### src/rtl/apb_cmd_master.sv
// Command-to-APB4 requester: turns one valid/ready command into a single APB
// transfer and returns the result through a valid/ready response channel.
module apb_cmd_master #(
    parameter int ADDR_W      = 32,
    parameter int DATA_W      = 32,
    parameter int TIMEOUT_CYC = 255,
    localparam int STRB_W     = DATA_W / 8
) (
    input  logic              PCLK,
    input  logic              PRESETn,
    input  logic              cmd_valid,
    output logic              cmd_ready,
    input  logic              cmd_write,
    input  logic [ADDR_W-1:0] cmd_addr,
    input  logic [DATA_W-1:0] cmd_wdata,
    input  logic [STRB_W-1:0] cmd_strb,
    output logic              rsp_valid,
    input  logic              rsp_ready,
    output logic [DATA_W-1:0] rsp_rdata,
    output logic              rsp_err,
    output logic              rsp_timeout,
    output logic [ADDR_W-1:0] PADDR,
    output logic [DATA_W-1:0] PWDATA,
    output logic [STRB_W-1:0] PSTRB,
    output logic              PWRITE,
    output logic              PSEL,
    output logic              PENABLE,
    input  logic [DATA_W-1:0] PRDATA,
    input  logic              PREADY,
    input  logic              PSLVERR,
    output logic              busy
);

    localparam int CW = (TIMEOUT_CYC < 1) ? 1 : $clog2(TIMEOUT_CYC + 1);
    localparam logic [CW-1:0] TO_LAST = CW'((TIMEOUT_CYC == 0) ? 0 : TIMEOUT_CYC - 1);
    localparam logic [CW-1:0] CNT_MAX = '1;

    typedef enum logic [1:0] {IDLE, SETUP, ACCESS, RESP} state_t;

    state_t        state;
    logic [CW-1:0] wcnt;

    assign busy = (state != IDLE);

    always_ff @(posedge PCLK or negedge PRESETn) begin
        if (!PRESETn) begin
            state       <= IDLE;
            cmd_ready   <= 1'b0;
            PADDR       <= '0;
            PWDATA      <= '0;
            PSTRB       <= '0;
            PWRITE      <= 1'b0;
            PSEL        <= 1'b0;
            PENABLE     <= 1'b0;
            rsp_valid   <= 1'b0;
            rsp_rdata   <= '0;
            rsp_err     <= 1'b0;
            rsp_timeout <= 1'b0;
            wcnt        <= '0;
        end else begin
            case (state)
                IDLE: begin
                    cmd_ready <= 1'b1;
                    if (cmd_valid && cmd_ready) begin
                        PADDR     <= cmd_addr;
                        PWDATA    <= cmd_wdata;
                        PWRITE    <= cmd_write;
                        PSTRB     <= cmd_write ? cmd_strb : '0;
                        PSEL      <= 1'b1;
                        cmd_ready <= 1'b0;
                        state     <= SETUP;
                    end
                end
                SETUP: begin
                    PENABLE <= 1'b1;
                    wcnt    <= '0;
                    state   <= ACCESS;
                end
                ACCESS: begin
                    if (PREADY) begin
                        PSEL        <= 1'b0;
                        PENABLE     <= 1'b0;
                        rsp_valid   <= 1'b1;
                        rsp_rdata   <= PWRITE ? '0 : PRDATA;
                        rsp_err     <= PSLVERR;
                        rsp_timeout <= 1'b0;
                        state       <= RESP;
                    end else begin
                        if (wcnt != CNT_MAX) wcnt <= wcnt + 1'b1;
                        // this cycle's increment would reach TIMEOUT_CYC
                        if (TIMEOUT_CYC != 0 && wcnt == TO_LAST) begin
                            PSEL        <= 1'b0;
                            PENABLE     <= 1'b0;
                            rsp_valid   <= 1'b1;
                            rsp_rdata   <= '0;
                            rsp_err     <= 1'b1;
                            rsp_timeout <= 1'b1;
                            state       <= RESP;
                        end
                    end
                end
                RESP: begin
                    if (rsp_ready) begin
                        rsp_valid <= 1'b0;
                        cmd_ready <= 1'b1;
                        state     <= IDLE;
                    end
                end
                default: state <= IDLE;
            endcase
        end
    end

endmodule
### config.mk
export PLATFORM = sky130hd
export DESIGN_NAME = apb_cmd_master
export DESIGN_NICKNAME = d
export VERILOG_FILES = /design/src/rtl/apb_cmd_master.sv
export SDC_FILE = /design/constraint.sdc
export NUM_CORES = 1
export LEC_CHECK = 0
export ABC_AREA = 1
export CAP_MARGIN = 20
export CELL_PAD_IN_SITES_DETAIL_PLACEMENT = 1
export CELL_PAD_IN_SITES_GLOBAL_PLACEMENT = 1
export CORE_ASPECT_RATIO = 0.75
export CORE_MARGIN = 2
export CORE_UTILIZATION = 33
export CTS_BUF_LIST = sky130_fd_sc_hd__clkbuf_4 sky130_fd_sc_hd__clkbuf_8
export DETAILED_ROUTE_END_ITERATION = 10
export GPL_TIMING_DRIVEN = 0
export PLACE_DENSITY = 0.91
export SETUP_SLACK_MARGIN = 0.5
export SLEW_MARGIN = 20
export SYNTH_ARGS = -nofsm -noshare
export SYNTH_HDL_FRONTEND = slang
export SYNTH_SLANG_ARGS = --single-unit
### constraint.sdc
create_clock -name PCLK -period 2.2 [get_ports PCLK]
set_input_delay 0.66 -clock PCLK [delete_from_list [all_inputs] [get_ports PCLK]]
set_output_delay 0.66 -clock PCLK [all_outputs]
set_load 0.01 [all_outputs]
=== After elaboration in Yosys (flattened, before gate mapping) ===
Cells that the tools add are included.

* Register bits after elaboration: 117
* Latch bits: 0
* Memory bits (writable): 0
* Bits in read-only memories: 0
* Input port bits: 107
* Output and inout port bits: 108
* Word-level logic and storage cells: 66
* Memories kept: 0

* Add/subtract/negate cells: 1
* Multipliers: 0
* Divide/modulo/power cells: 0
* Order comparisons: 0
* Eq/ne operators: 10
* Shift-type cells: 0
* Muxes and demuxes: 26
* Bitwise gates (word level): 0
* Reduce and logical (&&, ||, !) cells: 16

{| class="wikitable"
|+ Operator list
! kind !! count
|-
| $mux 32 || 3
|-
| $mux 8 || 2
|-
| $pmux 8 s2 || 1
|-
| $reduce_and 3->1 || 4
|-
| $reduce_bool 2->1 || 6
|-
| $mux 1 || 10
|-
| $add 8x1->8 const B || 1
|-
| $eq 8x8->1 const B || 1
|-
| $mux 2 || 4
|-
| $ne 2x2->1 const B || 4
|-
| $ne 8x8->1 const B || 1
|-
| $pmux 1 s2 || 4
|-
| $pmux 2 s4 || 1
|-
| $reduce_and 2->1 || 4
|-
| $eq 2x2->1 const B || 2
|-
| $mux 4 || 1
|-
| $ne 3x3->1 const B || 1
|-
| $eq 2x1->1 const B || 1
|-
| $logic_not 2->1 || 1
|-
| $logic_and 1x1->1 || 1
|}

=== Depth between registers and ports, before layout ===
* Depth after elaboration: 4
* Gate-level depth with buffers: 10
* Depth with buffers taken out: 9

=== Worst setup path after synthesis ===
Ideal clock, no wire load.

* Kind: input -> register
* Start: input port cmd_valid
* End: register PADDR[0]
* Library setup time: 0.117 ns
* Arrival: 1.387 ns
* Data required time: 2.083 ns
* Slack: 0.696 ns
* Stages on the path: 7
* Buffers on the path: 2
* Path through: nand2_1 -> nor2_4 -> inv_2 -> buf_2 -> buf_4 -> nand2_1 -> nand2_1

* Word-level cells in the longest chain between the ends: 2

{| class="wikitable"
|+ Ends and longest elaborated chain
! item !! RTL line !! RTL
|-
| start, declared || 11 || <nowiki>input logic cmd_valid,</nowiki>
|-
| $logic_and 1x1->1 || 64 || <nowiki>if (cmd_valid && cmd_ready) begin</nowiki>
|-
| $reduce_and 2->1 (no source line) || n/a ||
|-
| end signal, assigned || 65 || <nowiki>PADDR <= cmd_addr;</nowiki>
|-
| end, declared || 22 || <nowiki>output logic [ADDR_W-1:0] PADDR,</nowiki>
|}

Every way passes these cells.
A chain may end at the register's enable or synchronous reset.

=== Worst setup path after layout ===
* Start: register state[0]
* End: output port busy

* Word-level cells in the longest chain between the ends: 1

{| class="wikitable"
|+ Ends and longest elaborated chain
! item !! RTL line !! RTL
|-
| start, declared || 40 || <nowiki>state_t state;</nowiki>
|-
| start signal, assigned || 47 || <nowiki>state <= IDLE;</nowiki>
|-
| start signal, assigned || 71 || <nowiki>state <= SETUP;</nowiki>
|-
| start signal, assigned || 77 || <nowiki>state <= ACCESS;</nowiki>
|-
| $reduce_bool 2->1 || 43 || <nowiki>assign busy = (state != IDLE);</nowiki>
|-
| end, declared || 31 || <nowiki>output logic busy</nowiki>
|}

Every way passes these cells.

==> results.md <==
* Final clock skew at 0.0123 ns
* Number of CTS-inserted buffers at 17
* Cell-internal power at 6.06 mW
* Shortest clock period the worst path allows after layout at 1.84 ns
* TritonCTS clock tree: done
* Proportion of layout cells with a drive suffix above 1 at 27.9%
* Number of violations of the max-capacitance limit at 0
* Slack of the worst reg-to-reg path at 0.57 ns
* Total chip power at 9.98 mW
* Average footprint of a synthesized cell at 8.78 um2
* Main combinational cell family by area after synthesis: simple AND/OR/NAND/NOR gates
* Buffers from clock root to sink, at most at 2
* Storage cell area at 2930 um2
* Commonest register cell after synthesis: sky130_fd_sc_hd__dfrtp_1
* Power density over the cells at 1320 nW/um2
* DIE AREA at 15700 um2
* Number of clock sinks at 117
* Max transition margin at 64.6%
* Leading cell type by number of instances after synthesis: sky130_fd_sc_hd__nand2_1
* Final global-route overflow total at 0
* Std cell rows at 38
* Tightest Pin Transition at 0.531 ns
* Horiz. Die Dim at 144 um
* Share of synthesized registers carrying an async set or reset at 100%
* Layout Nets at 940
* RSZ-0062 raised after global routing: yes
* Area Growth Syn to Fin at 55.6%
* Number of antenna repair diodes at 0
* Initial standard-cell utilization of the core at 33.6%
* Post-synth cell types at 25
* Floorplan die height at 109 um
* Count of input and output buffers at 214
* Reg clk slew, reported paths at 0.08 ns
* Fillcell total at 1738
* Final setup violation count at 0
* Warnings from Yosys at 0
* Number of synthesized flops with an enable pin at 0
* Startpoint of the most critical setup path: state[0]$_DFFE_PN0P_
* Critical path fanouts, max at 2
* Top post-synthesis cells by area: sky130_fd_sc_hd__dfrtp_1 60%, sky130_fd_sc_hd__nand2_1 22%, sky130_fd_sc_hd__nand3_1 4.9%
* Path class of the lowest-slack min-delay path: in2async
* Design Area, Final at 7540 um2
* Area share of the largest cell type after synthesis at 60.4%
* Detail Placement HPWL at 12.2 mm
* Top delay family on crit path: flip-flops
* Root buffer cell: sky130_fd_sc_hd__clkbuf_8
* Multi-input logic area at 1730 um2
* Post-Synthesis Net Count at 664
* Power share of the sequential group at 35.5%
* Critical path destination: busy
* Max Clock Freq at 543 MHz
* Static power due to leakage at 4.03 nW
* I/O pin count at 215
* Compound-Gate Fraction of Synth Area at 2.14%
* Initial DRC count at 187
* Maximum cell stage delay along the critical path at 0.39 ns
* Average wire length per cell after detail routing at 16.0 um
* Slew Limit Fails at 0
* Total placed instance area at 7270 um2
* Quantity of hold-fixing buffers added after cts at 0
* R2r endpoint: rsp_rdata[17]$_DFFE_PN0P_
* Critical path depth in cells at 4
* Accumulated negative setup slack at 0 ns
* Number of design rule violations left after detail routing at 0
* Core Footprint at 14400 um2
* Insertion delay of the later-clocked pin in the worst-skew pair at 0.42 ns
* Ratio of final minimum period to clock period at 83.8%
* Buf/Inv on CP at 3
* Startpoint-to-endpoint class of the critical path: reg2out
* Synthesis-stage register bit count at 117
* Gr usage total at 21.9%
* CTS H-Tree Depth at 4
* Worst reg2reg path depth at 9
* Total iterations of the first detailed-routing run at 5
* Clock share of power at 20.4%
* Adder-cell share of the synthesized area at 1.29%
* Sw Ratio at 39.3%
* Largest area contributor in the synthesized netlist: sky130_fd_sc_hd__dfrtp_1
* Area share of and/or/nand/nor cells after synthesis at 31.6%
* Worst R2R Start: state[1]$_DFFE_PN0P_
* VDD IR-drop max at 574 uV
* Number of global-route vias before repair at 5208
* WL final at 16.6 mm
* Remaining antenna violation count after routing at 0
* Overall via count from detail_route at 4734
* Result of the run: finished clean
* Combinational fraction of design power at 44.1%
* First-pass GRT wire length at 26.5 mm
* Largest net degree at the start of global routing at 65
* Psw at 3.92 mW
* Post-synthesis mux area share at 0%
* Xor-xnor portion of the synthesized cell area at 0%
* Synthesized cell area at 4840 um2
* Cells traversed along the worst timing path: inv_2 > ha_4 > inv_4 > buf_6
* Number of antenna violations at the first check in global routing at 0
* Crit start category: flip-flop
* Endpoint type of the worst setup path: output port
* Final weighted congestion in routability-driven placement at 0.764
* Gate count after technology mapping at 552
* Most frequent cells after synthesis: 287 x sky130_fd_sc_hd__nand2_1, 117 x sky130_fd_sc_hd__dfrtp_1, 47 x sky130_fd_sc_hd__nand3_1
* Average vias per placed instance at 4.55
* Seq/Total Area, Yosys at 60.4%
* Max stage delay cell, worst path: sky130_fd_sc_hd__dfrtp_1
* Required arrival time at the worst endpoint at 1.54 ns
* Number of endpoints with negative hold slack in the final report at 0
* Data arrival time of the worst path at 1.18 ns
-- state kept, by name (all words and copies together) (netlist names) --
register,flops
PADDR,32
PENABLE,1
PSEL,1
PSTRB,4
PWDATA,32
PWRITE,1
cmd_ready,1
rsp_err,1
rsp_rdata,32
rsp_timeout,1
rsp_valid,1
state,2
wcnt,8
-- how the worst min path moves through the flow --
| stage | start | to | slack, ns | depth (start not counted) |
|---|---|---|---|---|
| after floorplan | PRESETn | PADDR[0]$_DFFE_PN0P_ | 0.36 | 0 |
| after global placement | rsp_rdata[31]$_DFFE_PN0P_ | rsp_rdata[31]$_DFFE_PN0P_ | 0.45 | 2 |
| after detailed placement | rsp_rdata[25]$_DFFE_PN0P_ | rsp_rdata[25]$_DFFE_PN0P_ | 0.46 | 2 |
| after CTS | PRESETn | rsp_rdata[4]$_DFFE_PN0P_ | 0.19 | 1 |
| after global routing | PRESETn | rsp_rdata[4]$_DFFE_PN0P_ | 0.19 | 1 |
| final | PRESETn | rsp_rdata[4]$_DFFE_PN0P_ | 0.20 | 1 |
-- cells by family after synthesis --
kind of cell | count (synthesis)
adder cells (fa/ha/maj) | 5
AO/OA/AOI/OAI | 20
buffers and inverters | 43
AND/OR/NAND/NOR | 367
flip-flops | 117
-- cell usage in the layout, fill, tap and decap left out, types with 5 or more instances in the layout --
cell	Yosys	layout
sky130_fd_sc_hd__buf_2	6	110
sky130_fd_sc_hd__buf_4	3	42
sky130_fd_sc_hd__buf_6	3	10
sky130_fd_sc_hd__clkbuf_2	0	7
sky130_fd_sc_hd__clkbuf_8	0	19
sky130_fd_sc_hd__clkdlybuf4s50_1	0	105
sky130_fd_sc_hd__clkinvlp_4	0	5
sky130_fd_sc_hd__dfrtp_1	117	117
sky130_fd_sc_hd__inv_1	16	13
sky130_fd_sc_hd__nand2_1	287	286
sky130_fd_sc_hd__nand2_2	16	17
sky130_fd_sc_hd__nand3_1	47	46
sky130_fd_sc_hd__nor2_1	7	6
sky130_fd_sc_hd__o21ai_0	13	13
-- layout make-up --
cell class                 count  share of cell area [%]
inverter                      18                   0.963
timing repair buffer         257                    26.2
sequential                   117                    38.8
tap                          200                    3.32
clock inverter                13                    1.94
buffer                        25                    2.36
multi-input combinational    392                    22.9
clock buffer                  19                    3.47
-- metrics by stage --
step | hold slack [ns] | setup WS (ns) | util (%) | std cells
3_3_place_gp | 0.453 | -4.33 | 50.2 | 966
5_1_grt | 0.194 | 0.277 | 52.3 | 1041
2_1_floorplan | 0.364 | 0.696 | - | 552
4_1_cts | 0.188 | 0.330 | 51.8 | 1038
3_5_place_dp | 0.460 | -0.163 | 50.4 | 967
6_report | 0.196 | 0.357 | 52.3 | 1041
-- timing repair --
item	CTS	global route
pin swaps	2	2
buffers inserted	39	3
resized for setup	442	20
endpoints found under the setup margin	185	77
-- power by group through the flow --
stage	Combinational (mW)	Clock [mW]	Sequential, mW
after floorplan	1.59	0	3.95
after global placement	4.44	0	3.58
after detailed placement	4.61	0	3.63
after CTS	4.33	2.10	3.54
after global routing	4.92	2.20	3.65
final	4.40	2.04	3.54
-- layer usage --
metal	GRT usage [%]	wire [um]	vias to the layer above	part of all wire (%)
li1	-	-	2267	-
met1	24.5	6570	2292	40
met2	38.0	8090	163	49
met3	10.8	1820	12	11
met4	4.90	140	0	0.84
met5	0	0	-	0
(Power assumes the default switching activity.)
